## src/rtl/isr_pkg.sv

```systemverilog
// Shared types and defaults for the interrupt/return sequencer.
// Holds the FSM state encoding and the default vector table layout.
package isr_pkg;

  typedef enum logic [1:0] {
    ISR_IDLE,
    ISR_TAKE,
    ISR_IN,
    ISR_RET
  } isr_state_e;

  localparam logic [11:0] ISR_BASE_DEF   = 12'h100;
  localparam logic [11:0] VEC_STRIDE_DEF = 12'h010;

endpackage

```

## src/rtl/irq_pending.sv

```systemverilog
// Edge-latched pending register with lowest-index priority pick.
// Ports: clk, rst, irq_in, ack (one-hot clear) -> any_pending, winner_idx.
module irq_pending #(
  parameter int NUM_IRQ = 4,
  parameter int IW      = (NUM_IRQ > 1) ? $clog2(NUM_IRQ) : 1
) (
  input  logic               clk,
  input  logic               rst,
  input  logic [NUM_IRQ-1:0] irq_in,
  input  logic [NUM_IRQ-1:0] ack,
  output logic               any_pending,
  output logic [IW-1:0]      winner_idx
);

  logic [NUM_IRQ-1:0] irq_q;
  logic [NUM_IRQ-1:0] pending;
  logic [NUM_IRQ-1:0] rise;

  assign rise = irq_in & ~irq_q;

  // A fresh edge wins over a same-cycle ack so it is not dropped.
  always_ff @(posedge clk or posedge rst) begin
    if (rst) begin
      irq_q   <= '0;
      pending <= '0;
    end else begin
      irq_q   <= irq_in;
      pending <= (pending & ~ack) | rise;
    end
  end

  always_comb begin
    winner_idx = '0;
    for (int i = NUM_IRQ - 1; i >= 0; i--) begin
      if (pending[i]) winner_idx = IW'(i);
    end
  end

  assign any_pending = |pending;

endmodule

```

## src/rtl/isr_controller.sv

```systemverilog
// Interrupt entry/return sequencer driving PC redirect and IF/ID flush.
// Ports: irq/pipeline status in; flush pair, isr_pc, ack, status out.
module isr_controller
  import isr_pkg::*;
#(
  parameter int            NUM_IRQ    = 4,
  parameter int            PC_W       = 12,
  parameter logic [PC_W-1:0] ISR_BASE   = PC_W'(ISR_BASE_DEF),
  parameter logic [PC_W-1:0] VEC_STRIDE = PC_W'(VEC_STRIDE_DEF)
) (
  input  logic               clk,
  input  logic               rst,
  input  logic [NUM_IRQ-1:0] irq_in,
  input  logic               int_en,
  input  logic [PC_W-1:0]    if_pc,
  input  logic               id_valid,
  input  logic               id_is_ctrl,
  input  logic               id_stall,
  input  logic               exe_stall,
  input  logic               branch_flush,
  input  logic               jump_flush,
  input  logic               exe_is_ret,
  output logic               ISR_PC_flush,
  output logic               ISR_pipe_flush,
  output logic               isr_pc_sel,
  output logic [PC_W-1:0]    isr_pc,
  output logic               isr_active,
  output logic [NUM_IRQ-1:0] irq_ack,
  output logic [PC_W-1:0]    saved_pc
);

  localparam int IW = (NUM_IRQ > 1) ? $clog2(NUM_IRQ) : 1;

  isr_state_e      state;
  isr_state_e      nstate;
  logic            any_pending;
  logic [IW-1:0]   winner_idx;
  logic [IW-1:0]   idx_q;
  logic [PC_W-1:0] saved_q;
  logic            take_ok;

  irq_pending #(
    .NUM_IRQ (NUM_IRQ),
    .IW      (IW)
  ) u_pend (
    .clk         (clk),
    .rst         (rst),
    .irq_in      (irq_in),
    .ack         (irq_ack),
    .any_pending (any_pending),
    .winner_idx  (winner_idx)
  );

  // Only enter on a plain, moving instruction in ID so the
  // redirect lands on a clean boundary.
  assign take_ok = any_pending & int_en & id_valid
                 & ~id_is_ctrl & ~id_stall
                 & ~branch_flush & ~jump_flush;

  always_ff @(posedge clk or posedge rst) begin
    if (rst) begin
      state   <= ISR_IDLE;
      idx_q   <= '0;
      saved_q <= '0;
    end else begin
      state <= nstate;
      if (state == ISR_IDLE && take_ok) begin
        idx_q   <= winner_idx;
        saved_q <= if_pc;
      end
    end
  end

  always_comb begin
    nstate = state;
    unique case (state)
      ISR_IDLE: if (take_ok) nstate = ISR_TAKE;
      ISR_TAKE: nstate = ISR_IN;
      ISR_IN:   if (exe_is_ret && !exe_stall) nstate = ISR_RET;
      ISR_RET:  nstate = ISR_IDLE;
    endcase
  end

  logic in_take;
  logic in_ret;

  assign in_take = (state == ISR_TAKE);
  assign in_ret  = (state == ISR_RET);

  always_comb begin
    ISR_PC_flush   = 1'b0;
    ISR_pipe_flush = 1'b0;
    isr_pc_sel     = 1'b0;
    isr_pc         = '0;
    irq_ack        = '0;
    unique case (1'b1)
      in_take: begin
        ISR_PC_flush   = 1'b1;
        ISR_pipe_flush = 1'b1;
        isr_pc_sel     = 1'b1;
        isr_pc         = ISR_BASE + PC_W'(idx_q) * VEC_STRIDE;
        irq_ack        = NUM_IRQ'(1) << idx_q;
      end
      in_ret: begin
        ISR_PC_flush   = 1'b1;
        ISR_pipe_flush = 1'b1;
        isr_pc_sel     = 1'b1;
        isr_pc         = saved_q;
      end
      default: ;
    endcase
  end

  assign isr_active = (state == ISR_IN) || (state == ISR_RET);
  assign saved_pc   = saved_q;

endmodule

```

## config.mk

```make
export PLATFORM = sky130hd
export DESIGN_NAME = isr_controller
export DESIGN_NICKNAME = d
export VERILOG_FILES = /design/src/rtl/isr_pkg.sv /design/src/rtl/irq_pending.sv /design/src/rtl/isr_controller.sv
export SDC_FILE = /design/constraint.sdc
export NUM_CORES = 1
export LEC_CHECK = 0
export CORE_AREA = 10 10 58 60
export CTS_CLUSTER_SIZE = 8
export DETAILED_ROUTE_END_ITERATION = 10
export DIE_AREA = 0 0 68 70
export DONT_BUFFER_PORTS = 1
export PLACE_DENSITY_LB_ADDON = 0.12
export SLEW_MARGIN = 20
export SYNTH_ARGS = -nofsm -noshare
export SYNTH_HDL_FRONTEND = slang
export SYNTH_SLANG_ARGS = --single-unit
```

## constraint.sdc

```tcl
create_clock -name clk -period 1.8 [get_ports clk]
set_input_delay 0.27 -clock clk [delete_from_list [all_inputs] [get_ports clk]]
set_output_delay 0.27 -clock clk [all_outputs]
set_load 0.03 [all_outputs]
```

==> flow_summary_export.csv <==
group,metric,value,unit
place,pre_cts_slack,128,ps
die,dieWidth,68,um
hold_path,min_to,"u_pend.pending[2]$_DFF_PP0_",
place,dp.cells,133,
setup_path,slowest_delay,410,ps
sta,layout_setup_ws,36.6,ps
synth,async_flop_share,1.00,
sta,hold_viol_final,0,
setup_path,critPathKind,"flip-flop to output pin",
layout,layout-drive-gt1-share,0.316,
setup_path,arrival,1490,ps
die,core,2340,sq um
grt,first_global_vias,866,
place,placed_area,1230,sq um
routing,viasPerCell,5.30,
grt,grt_max_degree,25,
place,gp_congestion,0.797,
sta,slew_headroom,0.767,
power,p_leak,0.699,nW
sta,fmax,0.567,GHz
layout,finish.instance_area,1360,sq um
clock_network,h-tree-depth,1,
setup_path,start_kind,"flip-flop",
setup_path,r2r_slack,110,ps
routing,first_pass_iters,2,
place,portBuffers,0,
power,intPower,1.16,mW
clock_network,clock_latency,300,ps
layout,final_util,0.581,
setup_path,critical_path_required,1530,ps
synth,synth_top_family_by_area,"simple AND/OR/NAND/NOR gates",
routing,wl_per_cell,18.8,um
synth,yosys-mux-area-fraction,0.116,
clock_network,root_buffer,"clkbuf_4",
synth,syn_area,1160,sq um
hold_path,holdPathStages,2,
synth,ys_seq_elements,24,
power,p_clk_frac,0.102,
sta,post-route-period-util,0.980,
layout,antennaDiodeCount,0,
layout,stdcell_count,144,
layout,nets,147,
routing,route.detailed.drc,0,
setup_path,path_cells,"buf_4 > ha_4 > or2_2 > buf_4",
grt,grt_use_total,0.114,
synth,synthAdderAreaFrac,0.0539,
clock_network,clk_pin_slew,120,ps
routing,ant_nets,0,
power,seqPwrFrac,0.440,
die,num_io_pins,58,
routing,wl,2.71,mm
synth,syn-num-nets,132,
setup_path,crit_top_cell,"buf_4",
synth,yosysUniqueCellTypes,27,
clock_network,clkSinkCount,24,
power,comb_power_share,0.458,
routing,vias,763,
power,switchingPower,1.04,mW
setup_path,endpoint_kind,"output pin",
die,start_util,0.496,
setup_path,ff2ff_path_depth,4,
hold_path,holdCritStartpoint,"irq_in[2]",
synth,synth_compound_area_frac,0.0905,
sta,tightest_slew,349,ps
hold_path,min_path_type,"input port to flip-flop",
clock_network,cts_made_buffers,3,
synth,yosysTopAreaCell,"dfrtp_1",
synth,synth-edff-count,0,
grt,antenna_found_initial,0,
flow_run,cap_viol_max_count,0,
synth,syn_inst,101,
clock_network,cts_tree,"yes",
sta,skew,5.71,ps
power,power,2.20,mW
sta,maxSlewViolCount,0,
clock_network,cts_buffer_depth,2,
die,dieArea,4760,sq um
place,dp_hpwl,2.13,mm
grt,globalRoute.totalOverflow,0,
synth,yosys.area_share.simple,0.154,
die,num_rows,18,
layout,num-fill-cells,223,
outcome,status,"complete, no violations",
setup_path,r2r_start,"u_pend.pending[2]$_DFF_PP0_",
setup_path,critPathSlowestCell,"dfrtp_1",
setup_path,cp_max_fo,4,
synth,synthTopCellsByArea,"dfrtp_1 52%, mux2_2 12%, ha_1 5.4%",
setup_path,cp.depth,4,
synth,netlist.area_leader.share,0.517,
layout,regArea,602,sq um
layout,syn2layout_area_growth,17.1,%
setup_path,cp_num_buf_inv,2,
power,vdd_drop_max,0.00112,V
synth,ys_seq_area_frac,0.517,
synth,synth.yosys.warnings,0,
synth,synth_xor_area_frac,0,
synth,synthFlopType,"dfrtp_1",
synth,avgSynthCellArea,11.5,sq um
power,power_density,1620,nW/um^2
sta,rsz0062_at_grt,"yes",
sta,period_needed,1760,ps
setup_path,critPathTopFamily,"flip-flops",
setup_path,r2r_end,"saved_pc[3]$_DFFE_PP0P_",
layout,multi_input_area,515,sq um
die,fp.dieH,70,um
sta,finalSetupViolCount,0,
power,p_sw_frac,0.474,
routing,drtIter0Drc,22,
grt,grt_pass1_wl,4.27,mm
[cell usage after synthesis, types with 2 or more instances]
cell,n
or2_2,2
nand2_1,7
dfrtp_1,24
and2_1,9
a21oi_1,4
buf_4,2
a31oi_1,2
o22ai_1,4
inv_1,13
ha_1,5
mux2_2,12
nor2_1,2
[state kept, by name (all words and copies together), names as in the netlist]
signal	flops
saved_pc	12
state	2
idx_q	2
u_pend.irq_q	4
u_pend.pending	4
[worst max path at each step]
stage | slack, ps | to | start
floorplan | 170 | saved_pc[0]$_DFFE_PP0P_ | u_pend.pending[2]$_DFF_PP0_
global placement | 160 | saved_pc[10]$_DFFE_PP0P_ | u_pend.pending[2]$_DFF_PP0_
detailed placement | 130 | saved_pc[7]$_DFFE_PP0P_ | u_pend.pending[2]$_DFF_PP0_
CTS | 10 | isr_active | state[0]$_DFFE_PP0P_
global route | -20 | ISR_PC_flush | state[1]$_DFFE_PP0P_
finish | 40 | ISR_PC_flush | state[1]$_DFFE_PP0P_
[what timing repair did]
action | 4_1_cts | 5_1_grt
endpoints found under the hold margin | 28 | 0
resized for setup | 6 | 3
buffers inserted | 3 | 0
cloned | 0 | 0
setup endpoints to repair | 20 | 3
hold buffers | 5 | 0
[metrics by stage]
step	setup TNS, ps	hold slack (ps)
4_1_cts	0	81.3
3_5_place_dp	0	238
2_1_floorplan	0	285
5_1_grt	-33.3	84.6
6_report	0	93.7
3_3_place_gp	0	224
[routing by layer]
| layer | track usage | up-vias | share of wire |
|---|---|---|---|
| li1 | - | 367 | - |
| met1 | 0.131 | 366 | 0.37 |
| met2 | 0.181 | 28 | 0.51 |
| met3 | 0.0526 | 2 | 0.11 |
| met4 | 0.0336 | 0 | 0.0044 |
| met5 | 0 | - | 0 |
[area by class of cell]
class / instances / area share
clock buffer: 3 / 0.0166
inverter: 13 / 0.0359
multi-input combinational: 60 / 0.379
sequential: 24 / 0.443
tap: 30 / 0.0276
timing repair buffer: 14 / 0.0984
[worst reg2reg max path, cell delays in order (launching register included)]
cell	delay, ps
dfrtp_1	420
or4_4	550
nand4b_2	120
buf_12	150
mux2_2	340
[layout by cell type (no fill, tap or decap)]
cell            n
dfrtp_2         1
inv_2           1
or2_4           1
buf_12          1
nand2_1         7
nor3b_2         1
nor4_4          1
a31o_2          1
dfrtp_1        23
inv_1          12
dlygate4sd3_1   5
ha_4            2
or4_4           1
a21oi_1         4
buf_4           7
a22o_2          1
and3_1          1
a31oi_1         2
nand4b_2        1
mux2_2         12
o21ai_0         1
nor2_1          2
a21o_1          1
o31ai_1         1
clkbuf_4        3
buf_6           1
and3b_1         1
and2_1          9
o22ai_1         4
or2_2           1
a41o_1          1
nor2b_1         1
ha_1            3
[power groups by stage]
stage / registers, mW / clock network (mW) / logic [mW]
floorplan: 0.923 / 0 / 0.758
global placement: 0.963 / 0 / 0.887
detailed placement: 0.972 / 0 / 0.898
CTS: 0.970 / 0.239 / 1.00
global route: 0.993 / 0.250 / 1.11
finish: 0.969 / 0.225 / 1.01
[cells by family after synthesis]
kind of cell | Yosys count
AND/OR/NAND/NOR | 27
multiplexers | 12
AO/OA/AOI/OAI | 16
flip-flops | 24
buffers and inverters | 17
adder cells (fa/ha/maj) | 5
No activity file was read; power rests on OpenSTA's default activity.
